**src/rtl/asip_pkg.sv**
```systemverilog
// Shared types and constants for the MAX/MIN/AVG ASIP control path.
// Opcodes A/B are defined here; the control unit only decodes them when CU_LOOP_EN is set.
package asip_pkg;

    localparam int OPW = 4;
    localparam int AW  = 8;

    typedef enum logic [2:0] {
        S_IDLE   = 3'd0,
        S_FETCH  = 3'd1,
        S_DECODE = 3'd2,
        S_EXEC   = 3'd3,
        S_HALT   = 3'd4
    } state_t;

    typedef enum logic [2:0] {
        ALU_PASS = 3'd0,
        ALU_MAX  = 3'd1,
        ALU_MIN  = 3'd2,
        ALU_ADD  = 3'd3,
        ALU_SHR1 = 3'd4
    } alu_op_t;

    // How EXEC steers the program counter for the latched instruction.
    typedef enum logic [2:0] {
        BR_NONE = 3'd0,
        BR_JMP  = 3'd1,
        BR_JZ   = 3'd2,
        BR_HALT = 3'd3,
        BR_LDLC = 3'd4,
        BR_DJNZ = 3'd5
    } br_kind_t;

    localparam logic [OPW-1:0] OP_NOP  = 4'h0;
    localparam logic [OPW-1:0] OP_LDI  = 4'h1;
    localparam logic [OPW-1:0] OP_MAX  = 4'h3;
    localparam logic [OPW-1:0] OP_MIN  = 4'h4;
    localparam logic [OPW-1:0] OP_ADD  = 4'h5;
    localparam logic [OPW-1:0] OP_SHR  = 4'h6;
    localparam logic [OPW-1:0] OP_JMP  = 4'h8;
    localparam logic [OPW-1:0] OP_JZ   = 4'h9;
    localparam logic [OPW-1:0] OP_DJNZ = 4'hA;
    localparam logic [OPW-1:0] OP_LDLC = 4'hB;
    localparam logic [OPW-1:0] OP_HALT = 4'hF;

endpackage

```
**src/rtl/asip_decoder.sv**
```systemverilog
// Combinational opcode decoder: ALU operation, register write enable and branch kind.
// Loop opcodes A/B are recognised only when CU_LOOP_EN is defined.
module asip_decoder
    import asip_pkg::*;
(
    input  logic [OPW-1:0] opcode,
    output alu_op_t        alu_op,
    output logic           we,
    output br_kind_t       br_kind
);

    always_comb begin
        alu_op  = ALU_PASS;
        we      = 1'b0;
        br_kind = BR_NONE;
        case (opcode)
            OP_LDI:  begin alu_op = ALU_PASS; we = 1'b1; end
            OP_MAX:  begin alu_op = ALU_MAX;  we = 1'b1; end
            OP_MIN:  begin alu_op = ALU_MIN;  we = 1'b1; end
            OP_ADD:  begin alu_op = ALU_ADD;  we = 1'b1; end
            OP_SHR:  begin alu_op = ALU_SHR1; we = 1'b1; end
            OP_JMP:  br_kind = BR_JMP;
            OP_JZ:   br_kind = BR_JZ;
            OP_HALT: br_kind = BR_HALT;
`ifdef CU_LOOP_EN
            OP_LDLC: br_kind = BR_LDLC;
            OP_DJNZ: br_kind = BR_DJNZ;
`endif
            default: ;
        endcase
    end

endmodule

```
**src/rtl/asip_control_unit.sv**
```systemverilog
// Fetch/decode/execute sequencer for the ASIP; drives PC controls and one-cycle EXEC strobes.
// Define CU_LOOP_EN to add the LC loop counter with LDLC (B) and DJNZ (A).
module asip_control_unit
    import asip_pkg::*;
(
    input  logic           CLK,
    input  logic           RESET,
    input  logic           START,
    input  logic [15:0]    IMEM_data,
    input  logic           IMEM_valid,
    input  logic           ZERO_flag,
    output logic           IMEM_req,
    output logic           PC_load,
    output logic           PC_inc,
    output logic [AW-1:0]  PC_in,
    output logic [15:0]    IR_out,
    output logic [2:0]     ALU_op,
    output logic [3:0]     REG_sel,
    output logic           REG_we,
    output logic           HALTED
);

    state_t   state;
    alu_op_t  dec_alu;
    logic     dec_we;
    br_kind_t dec_br;
    alu_op_t  alu_r;
    logic     we_r;
    br_kind_t br_r;

`ifdef CU_LOOP_EN
    logic [AW-1:0] lc;
    logic [AW-1:0] lc_dec;
    assign lc_dec = lc - {{(AW-1){1'b0}}, 1'b1};
`endif

    asip_decoder u_dec (
        .opcode  (IR_out[15:12]),
        .alu_op  (dec_alu),
        .we      (dec_we),
        .br_kind (dec_br)
    );

    assign ALU_op = alu_r;

    always_ff @(posedge CLK) begin
        if (RESET) begin
            state    <= S_IDLE;
            IMEM_req <= 1'b0;
            IR_out   <= '0;
            alu_r    <= ALU_PASS;
            REG_sel  <= '0;
            PC_in    <= '0;
            we_r     <= 1'b0;
            br_r     <= BR_NONE;
            HALTED   <= 1'b0;
`ifdef CU_LOOP_EN
            lc       <= '0;
`endif
        end else begin
            case (state)
                S_IDLE: begin
                    if (START) begin
                        state    <= S_FETCH;
                        IMEM_req <= 1'b1;
                    end
                end
                S_FETCH: begin
                    if (IMEM_valid) begin
                        IR_out   <= IMEM_data;
                        IMEM_req <= 1'b0;
                        state    <= S_DECODE;
                    end
                end
                S_DECODE: begin
                    alu_r   <= dec_alu;
                    we_r    <= dec_we;
                    br_r    <= dec_br;
                    REG_sel <= IR_out[11:8];
                    PC_in   <= IR_out[AW-1:0];
                    state   <= S_EXEC;
                end
                S_EXEC: begin
                    if (br_r == BR_HALT) begin
                        state  <= S_HALT;
                        HALTED <= 1'b1;
                    end else begin
                        state    <= S_FETCH;
                        IMEM_req <= 1'b1;
                    end
`ifdef CU_LOOP_EN
                    if (br_r == BR_LDLC)
                        lc <= PC_in;
                    else if (br_r == BR_DJNZ)
                        lc <= lc_dec;
`endif
                end
                S_HALT: ;
                default: state <= S_IDLE;
            endcase
        end
    end

    // Strobes are decoded from registered fields; only JZ adds a live ZERO_flag term in EXEC.
    always_comb begin
        PC_load = 1'b0;
        PC_inc  = 1'b0;
        REG_we  = 1'b0;
        if (state == S_EXEC) begin
            REG_we = we_r;
            case (br_r)
                BR_NONE: PC_inc  = 1'b1;
                BR_JMP:  PC_load = 1'b1;
                BR_JZ: begin
                    if (ZERO_flag) PC_load = 1'b1;
                    else           PC_inc  = 1'b1;
                end
`ifdef CU_LOOP_EN
                BR_LDLC: PC_inc = 1'b1;
                BR_DJNZ: begin
                    if (lc_dec != '0) PC_load = 1'b1;
                    else              PC_inc  = 1'b1;
                end
`endif
                default: ;
            endcase
        end
    end

endmodule

```
**config.mk**
```make
export PLATFORM = sky130hd
export DESIGN_NAME = asip_control_unit
export DESIGN_NICKNAME = d
export VERILOG_FILES = /design/src/rtl/asip_pkg.sv /design/src/rtl/asip_decoder.sv /design/src/rtl/asip_control_unit.sv
export SDC_FILE = /design/constraint.sdc
export NUM_CORES = 1
export LEC_CHECK = 0
export ABC_AREA = 1
export ABC_CLOCK_PERIOD_IN_PS = 2250
export BUFFER_PORTS_ARGS = -buffer_cell sky130_fd_sc_hd__buf_2
export CAP_MARGIN = 20
export CORE_MARGIN = 2
export CORE_UTILIZATION = 50
export DETAILED_ROUTE_END_ITERATION = 10
export GPL_TIMING_DRIVEN = 0
export PLACE_DENSITY = 0.8
export SYNTH_ARGS = -nofsm -noshare
export SYNTH_HDL_FRONTEND = slang
export SYNTH_HIERARCHICAL = 1
export SYNTH_SLANG_ARGS = --single-unit
```
**constraint.sdc**
```tcl
create_clock -name CLK -period 2.25 [get_ports CLK]
set_input_delay 0.45 -clock CLK [delete_from_list [all_inputs] [get_ports CLK]]
set_output_delay 0.45 -clock CLK [all_outputs]
set_load 0.005 [all_outputs]
```
; After elaboration in Yosys (flattened, before gate mapping)
; Cells that the tools add are included.
[word_totals]
out_inout_bits = 36
reg_bits = 40
input_bits = 21
[classes]
mux = 18
n_eq_ne = 18
n_bitwise = 1
n_reduce_logical = 8
[ops]
columns = operator, count
row1 = one-hot mux 3 bit (5 select lines), 1
row2 = "equality test 3 x 2 -> 1 bit, second input constant", 4
row3 = "equality test 4 x 3 -> 1 bit, second input constant", 3
row4 = "equality test 4 bit, second input constant", 3
row5 = one-hot mux 3 bit (4 select lines), 1
row6 = 2-to-1 mux 1 bit, 9
row7 = 2-to-1 mux 3 bit, 3
row8 = "equality test 3 x 1 -> 1 bit, second input constant", 2
row9 = logical NOT 3 bit, 2
row10 = "inequality test 2 bit, second input constant", 3
row11 = one-hot mux 2 bit (3 select lines), 1
row12 = OR reduction 5 bit, 1
row13 = "equality test 4 x 1 -> 1 bit, second input constant", 1
row14 = "equality test 4 x 2 -> 1 bit, second input constant", 1
row15 = one-hot mux 1 bit (2 select lines), 2
row16 = AND reduction 2 bit, 2
row17 = AND reduction 4 bit, 1
row18 = "equality test 3 bit, second input constant", 1
row19 = one-hot mux 1 bit (3 select lines), 1
row20 = AND reduction 3 bit, 1
row21 = nonzero test 3 bit, 1
row22 = NOT 1 bit, 1

; Logic depth before layout (Yosys ltp)
; Gate-level depths: netlist (run 1).
[logic_depth]
ltp_word = 3
depth_mapped = 8
depth_no_buf = 7

; By module
; Netlist (run 1), hierarchy kept.
[modules_own_cells]
columns = mod, cells_per_inst, area_per_inst_um2, n_inst, seq_area_each_um2
row1 = asip_control_unit, 195, 1561.5, 1, 800.8
row2 = asip_decoder, 29, 115.1, 1, 0.0

; Worst setup path after synthesis (run 1)
; OpenSTA, ideal clock, no wires.
[synth_timing]
path_type = flip-flop to output port
startpoint = register state[1]
endpoint = output port PC_load
path_slack_ns = 1.005
n_path_buf = 0
path_stages_with_launch = 5
arrival_ns = 0.795
path_cell_list = dfxtp_1 nand2_1 nor2_1 nand2_1 nor3_1
[synth_via]
elab_chain_len = 2
[synth_lines]
columns = item, line
row1 = start: declaration, asip_control_unit.sv:23  ; state_t state;
row2 = start signal: assignment, asip_control_unit.sv:48  ; state <= S_IDLE;
row3 = start signal: assignment, asip_control_unit.sv:64  ; state <= S_FETCH;
row4 = start signal: assignment, asip_control_unit.sv:72  ; state <= S_DECODE;
row5 = equality test 3 x 2 -> 1 bit, asip_control_unit.sv:109  ; if (state == S_EXEC) begin
row6 = 2-to-1 mux 1 bit, asip_control_unit.sv:109
row7 = end: declaration, asip_control_unit.sv:13  ; output logic PC_load,
; Every way passes these cells.

; Final worst setup path (run 1)
; Same ends and word-level chain as after synthesis.

==> metrics.txt, run 1 <==
outcome completed; worst skew pair latency between 300 and 400 ps; Mapped Area 1680 µm²; total grt overflow 0; Core ar. 3280 µm²; Mean Syn Cell Area 7.48 µm²; Site Rows 21; #FFs+latches synth 40; Tcrit/Tclk final about four fifths; top-count cell post-synth dfxtp_1; PostCTS Resize Cnt 0; vias per cell about 4.6; Routed Antenna Nets 0; Post-synth ARST share 0%; MaxCap Viol Count 0; share of the synthesized area in the top cell type approximately 48%; Worst Clk Skew just under 10 ps; clock sinks 40; register area around 800 µm²; power per cell area a little under 700 nW/µm²; Wirelength per Cell ~11 µm; fmax 563 MHz; final cell count without fillers 334; clock slew at reported path FFs ~120 ps; Num CTS Buffers 5; sequential share of the synthesized area ~48%; number of flops mapped to enable cells by yosys 0; H-tree levels 2; Final Hold Viols 0; peak fanout along the critical path 5; final setup vio count 0; leakage 1.02 nW; Mapped Nets 245; Cells after Synth between 200 and 250; cell depth of the worst flop-to-flop path 5; number of global-route vias before repair between 1000 and 1500; io pins between 50 and 60; RSZ-0062 raised after global routing false; Synth top cells by count 40 x dfxtp_1, 38 x nor2_1, 27 x inv_1; clock tree buffer depth 2; router iterations before antenna repair 4; largest net degree at the start of global routing 14; DR vias ~1500; Worst Hold Class input pin to register; Multi-input gate area between 600 and 700 µm²; cts hold-fix bufs 0; crit end category primary output; CP Data Arrival Time 1330 ps; TNS Setup 0 ps; Internal Dissipation 0.000995 W; RD Place Congestion slightly below 0.9; antenna violations before repair 0; WP data required 1800 ps; area delta synth->final 23.5%; CTS tree yes; peak supply drop approximately 0.46 mV; initial core utilization between 50% and 60%; Sw Pwr between 0.0004 and 0.0005 W; ant diodes 0; first-pass GRT wire length 5610 µm; Initial DRC Count 43; Post-CTS Setup Inserts 0; Port Buffers 56; leading area contributor after synthesis dfxtp_1; Final #Nets approximately 310; Clock Tree Root clkbuf_4; fill count around 320; Die Area roughly 3800 µm²; Period minus WS final roughly 1800 ps; Worst R2R Setup Slack between 900 and 1000 ps; clock power share 25.3%; Sequential Power Share roughly 57%; Die Wd 61.9 µm; fin. max-slew vios 0; CP endpoint PC_load; Total Routed Length roughly 3600 µm; YS warnings 6; Die Y ~62 µm; Synth Flop Type dfxtp_1; distinct cell type count of the synthesized netlist 23; Crit. Startpoint state[1]; sw frac between 20 and 30%; CP Class register to primary output; Startpoint Class register; dominant cells by area after synthesis dfxtp_1 48%, nor2_1 8.5%, a21oi_1 7.2%, inv_1 6.0%, o21ai_0 5.4%; final core utilization a little over three fifths; share of layout cells above drive strength 1 a little under a third; DRC errors left 0; Comb power frac between 10% and 20%; total track usage roughly 20%; Worst R2R End PC_in[3]; Tot Pwr between 0.001 and 0.0015 W; dpl cells between 300 and 400; R2R Path Start state[2]; post-DP HPWL 2670 µm
registers in the layout (all words and copies together), names as in the netlist, 3 cells and up:
register,count
br_r,3
state,3
REG_sel,4
IR_out,16
ALU_op,3
PC_in,8
worst min-delay path by stage:
stage                  start        to  slack (ps)  depth (start not counted)
finish                 RESET  state[2]         290                          2
detailed placement  PC_in[1]  PC_in[1]         440                          2
global route           RESET    HALTED         260                          2
floorplan               we_r      we_r         430                          2
CTS                    RESET    HALTED         280                          2
global placement    PC_in[4]  PC_in[4]         430                          2
metal layers:
layer	routed length, µm	global-route usage, %	share of wire (%)
met2	1730	31.6	48
met5	0	0	0
met4	65	7.90	1.8
met3	137	6.63	3.8
met1	1660	25.7	46
layout by cell type (no fill, tap or decap), drive strengths merged, types with 3 or more instances in the layout:
cell type  synthesis  final
a21oi             24     24
buf                7     63
clkbuf             3      8
clkinv             0      3
dfxtp             40     40
inv               32     32
nand2             26     26
nor2              50     50
o21ai             36     36
worst max-delay path, stage by stage (launching register included):
cell and delay, ps:
dfxtp_1 410, nand2_1 90, nor2_1 150, nand2_1 70, nor3_1 120, buf_2 130
layout make-up:
class	instances	share of cell area [%]
Buffer	10	3.63
Clock buffer	5	1.81
Clock inverter	3	0.906
Inverter	32	6.04
Multi-Input combinational cell	142	32.6
Sequential cell	40	38.7
Tap cell	46	2.78
Timing Repair Buffer	56	13.5
power by group through the flow:
stage / registers (W) / clock network, W / logic, W
after floorplan: 0.000822 / 0 / 0.000151
after global placement: 0.000819 / 0 / 0.000249
after detailed placement: 0.000821 / 0 / 0.000253
after CTS: 0.000805 / 0.000362 / 0.000255
after global routing: 0.000815 / 0.000403 / 0.000290
final: 0.000805 / 0.000358 / 0.000252
metrics by stage:
stage | instance area, µm² | hold WS (ps) | worst slack (ps)
finish | 2070 | 291 | 474
global route | 2070 | 259 | 331
CTS | 2070 | 283 | 464
detailed placement | 2010 | 436 | 720
global placement | 2010 | 430 | 736
floorplan | 1680 | 431 | 1010
cell families (layout without fill, tap and decap cells):
kind of cell | after synthesis | count (layout) | synth area share, %
buffers and inverters | 42 | 106 | 11.9
DFF | 40 | 40 | 47.8
other | 1 | 1 | 0.224
AOI/OAI and AO/OA | 61 | 61 | 18.4
and+or+nand+nor | 80 | 80 | 21.7
Note: power is estimated with default switching activity, not from simulation.
==> inputs of run 2 (changes only) <==
- ABC_CLOCK_PERIOD_IN_PS: 2250 -> 1630
- CORE_UTILIZATION: 50 -> 44
- PLACE_DENSITY: 0.8 -> 0.74
- clock period: 2.25 -> 1.63 ns (I/O delays scaled with it)
==> run 2 against run 1 <==
Non-clock buffer count grew 2; flip-flop and latch count is the same; largest power group unchanged; highest routed layer unchanged; final cell count grew 1.2%; count of clock-buffer cells in the layout grew 2.
==> metrics.txt, run 2 (synthesis results as in run 1) <==
TNS Setup 0 ps; Worst Clk Skew 3.13 ps; Worst R2R End PC_in[3]; fin. max-slew vios 0; DRC errors left 0; CP Data Arrival Time 1200 ps; Worst Hold Class input pin to register; Port Buffers 56; total grt overflow 0; Die Area about 4300 µm²; router iterations before antenna repair 4; antenna violations before repair 0; total track usage between 10% and 20%; first-pass GRT wire length about 6300 µm; Routed Antenna Nets 0; sw frac 24.8%; outcome completed; leakage between 1 and 1.5 nW; hold worst-path end state[1]; ant diodes 0; area delta synth->final 29.0%; pre-CTS setup slack between 200 and 250 ps; Hold WS between 200 and 250 ps; Comb power frac about 15%; number of global-route vias before repair 1434; Hold Path Stages 2; number of flip-flops in the largest register 16; largest net degree at the start of global routing 13; Startpoint Class register; final cell count without fillers between 300 and 400; most frequent cells in the layout 58 x buf_2, 38 x dfxtp_1, 37 x nor2_1; most common cell after layout, fill and taps aside buf_2; Initial DRC Count 28; Worst R2R Setup Slack between 300 and 400 ps; power per cell area about 1100 nW/µm²; Tcrit/Tclk final 93.4%; Wirelength per Cell approximately 11 µm; CTS tree yes; clock power share a little under two fifths; R2R Path Start state[2]; dpl cells ~330; MaxCap Viol Count 0; Site Rows 22; io pins 57; worst skew pair latency approximately 280 ps; Internal Dissipation ~0.0018 W; CP Class register to primary output; H-tree levels 2; initial core utilization between 40% and 50%; final setup vio count 0; Core ar. ~3700 µm²; Num CTS Buffers 5; final core utilization between 50% and 60%; WP data required ~1300 ps; clock sinks 40; Final Hold Viols 0; DR vias roughly 1500; fmax roughly 660 MHz; fin worst setup slack between 100 and 150 ps; crit end category primary output; peak fanout along the critical path 4; post-DP HPWL around 2600 µm; Sequential Power Share 47.8%; Final #Nets 310; fill count 361; Reg with most FFs IR_out; Die Wd 65.7 µm; Sw Pwr ~0.00058 W; Die Y between 60 and 70 µm; RSZ-0062 raised after global routing false; RD Place Congestion approximately 0.74; vias per cell approximately 4.6; Largest regs IR_out x16, PC_in x8, REG_sel x4; Total Routed Length 3650 µm; cell depth of the worst flop-to-flop path 5; peak supply drop ~0.70 mV; share of layout cells above drive strength 1 between 30% and 40%; HP Start RESET; clock tree buffer depth 2; Period minus WS final 1520 ps; clock slew at reported path FFs ~70 ps; Clock Tree Root clkbuf_8
[run 2: routing by layer]
| layer | part of all wire, % | GRT usage [%] | vias up |
|---|---|---|---|
| met3 | 4.7 | 3.60 | 5 |
| met1 | 48 | 23.8 | 672 |
| met4 | 1.3 | 7.03 | 0 |
| li1 | - | - | 833 |
| met2 | 46 | 31.7 | 33 |
| met5 | 0 | 0 | - |
[run 2: worst max-delay path by stage]
stage | startpoint | end
after floorplan | state[0] | IR_out[13]
after global placement | RESET | ALU_op[1]
after detailed placement | RESET | ALU_op[0]
after CTS | state[1] | PC_load
after global routing | state[0] | PC_load
final | state[0] | PC_load
[run 2: worst max-delay path: stages (launching register included)]
cell     delay (ps)
dfxtp_2         350
nand2_1          80
nor2_2          150
nand2_1          70
nor3_1          130
buf_2           140
[run 2: area by class of cell]
cell class              count  area, µm²  area share [%]
clock buffers               7       96.3            4.45
clock inverters             1       30.0            1.39
well taps                  48       60.1            2.78
plain buffers              10       75.1            3.47
flip-flops and latches     40        803            37.1
repair buffers             58        295            13.6
multi-input cells         142        678            31.3
inverters                  32        125            5.78
[run 2: metrics by stage]
| stage | cell area (µm²) | power [W] |
|---|---|---|
| 2_1_floorplan | 1680 | 0.00134 |
| 3_3_place_gp | 2020 | 0.00148 |
| 3_5_place_dp | 2020 | 0.00148 |
| 4_1_cts | 2140 | 0.00234 |
| 5_1_grt | 2160 | 0.00245 |
| 6_report | 2160 | 0.00233 |
[run 2: power by group through the flow]
stage | sequential [W] | combinational [W] | clock [W]
after floorplan | 0.00113 | 0.000209 | 0
after global placement | 0.00113 | 0.000344 | 0
after detailed placement | 0.00113 | 0.000348 | 0
after CTS | 0.00111 | 0.000350 | 0.000879
after global routing | 0.00112 | 0.000407 | 0.000924
final | 0.00111 | 0.000352 | 0.000866
[run 2: what timing repair did]
| item | CTS | global route |
|---|---|---|
| resized for setup | 0 | 3 |
| hold buffers | 0 | 0 |
| setup buffers | 0 | 2 |
| setup endpoints to repair | 0 | 2 |
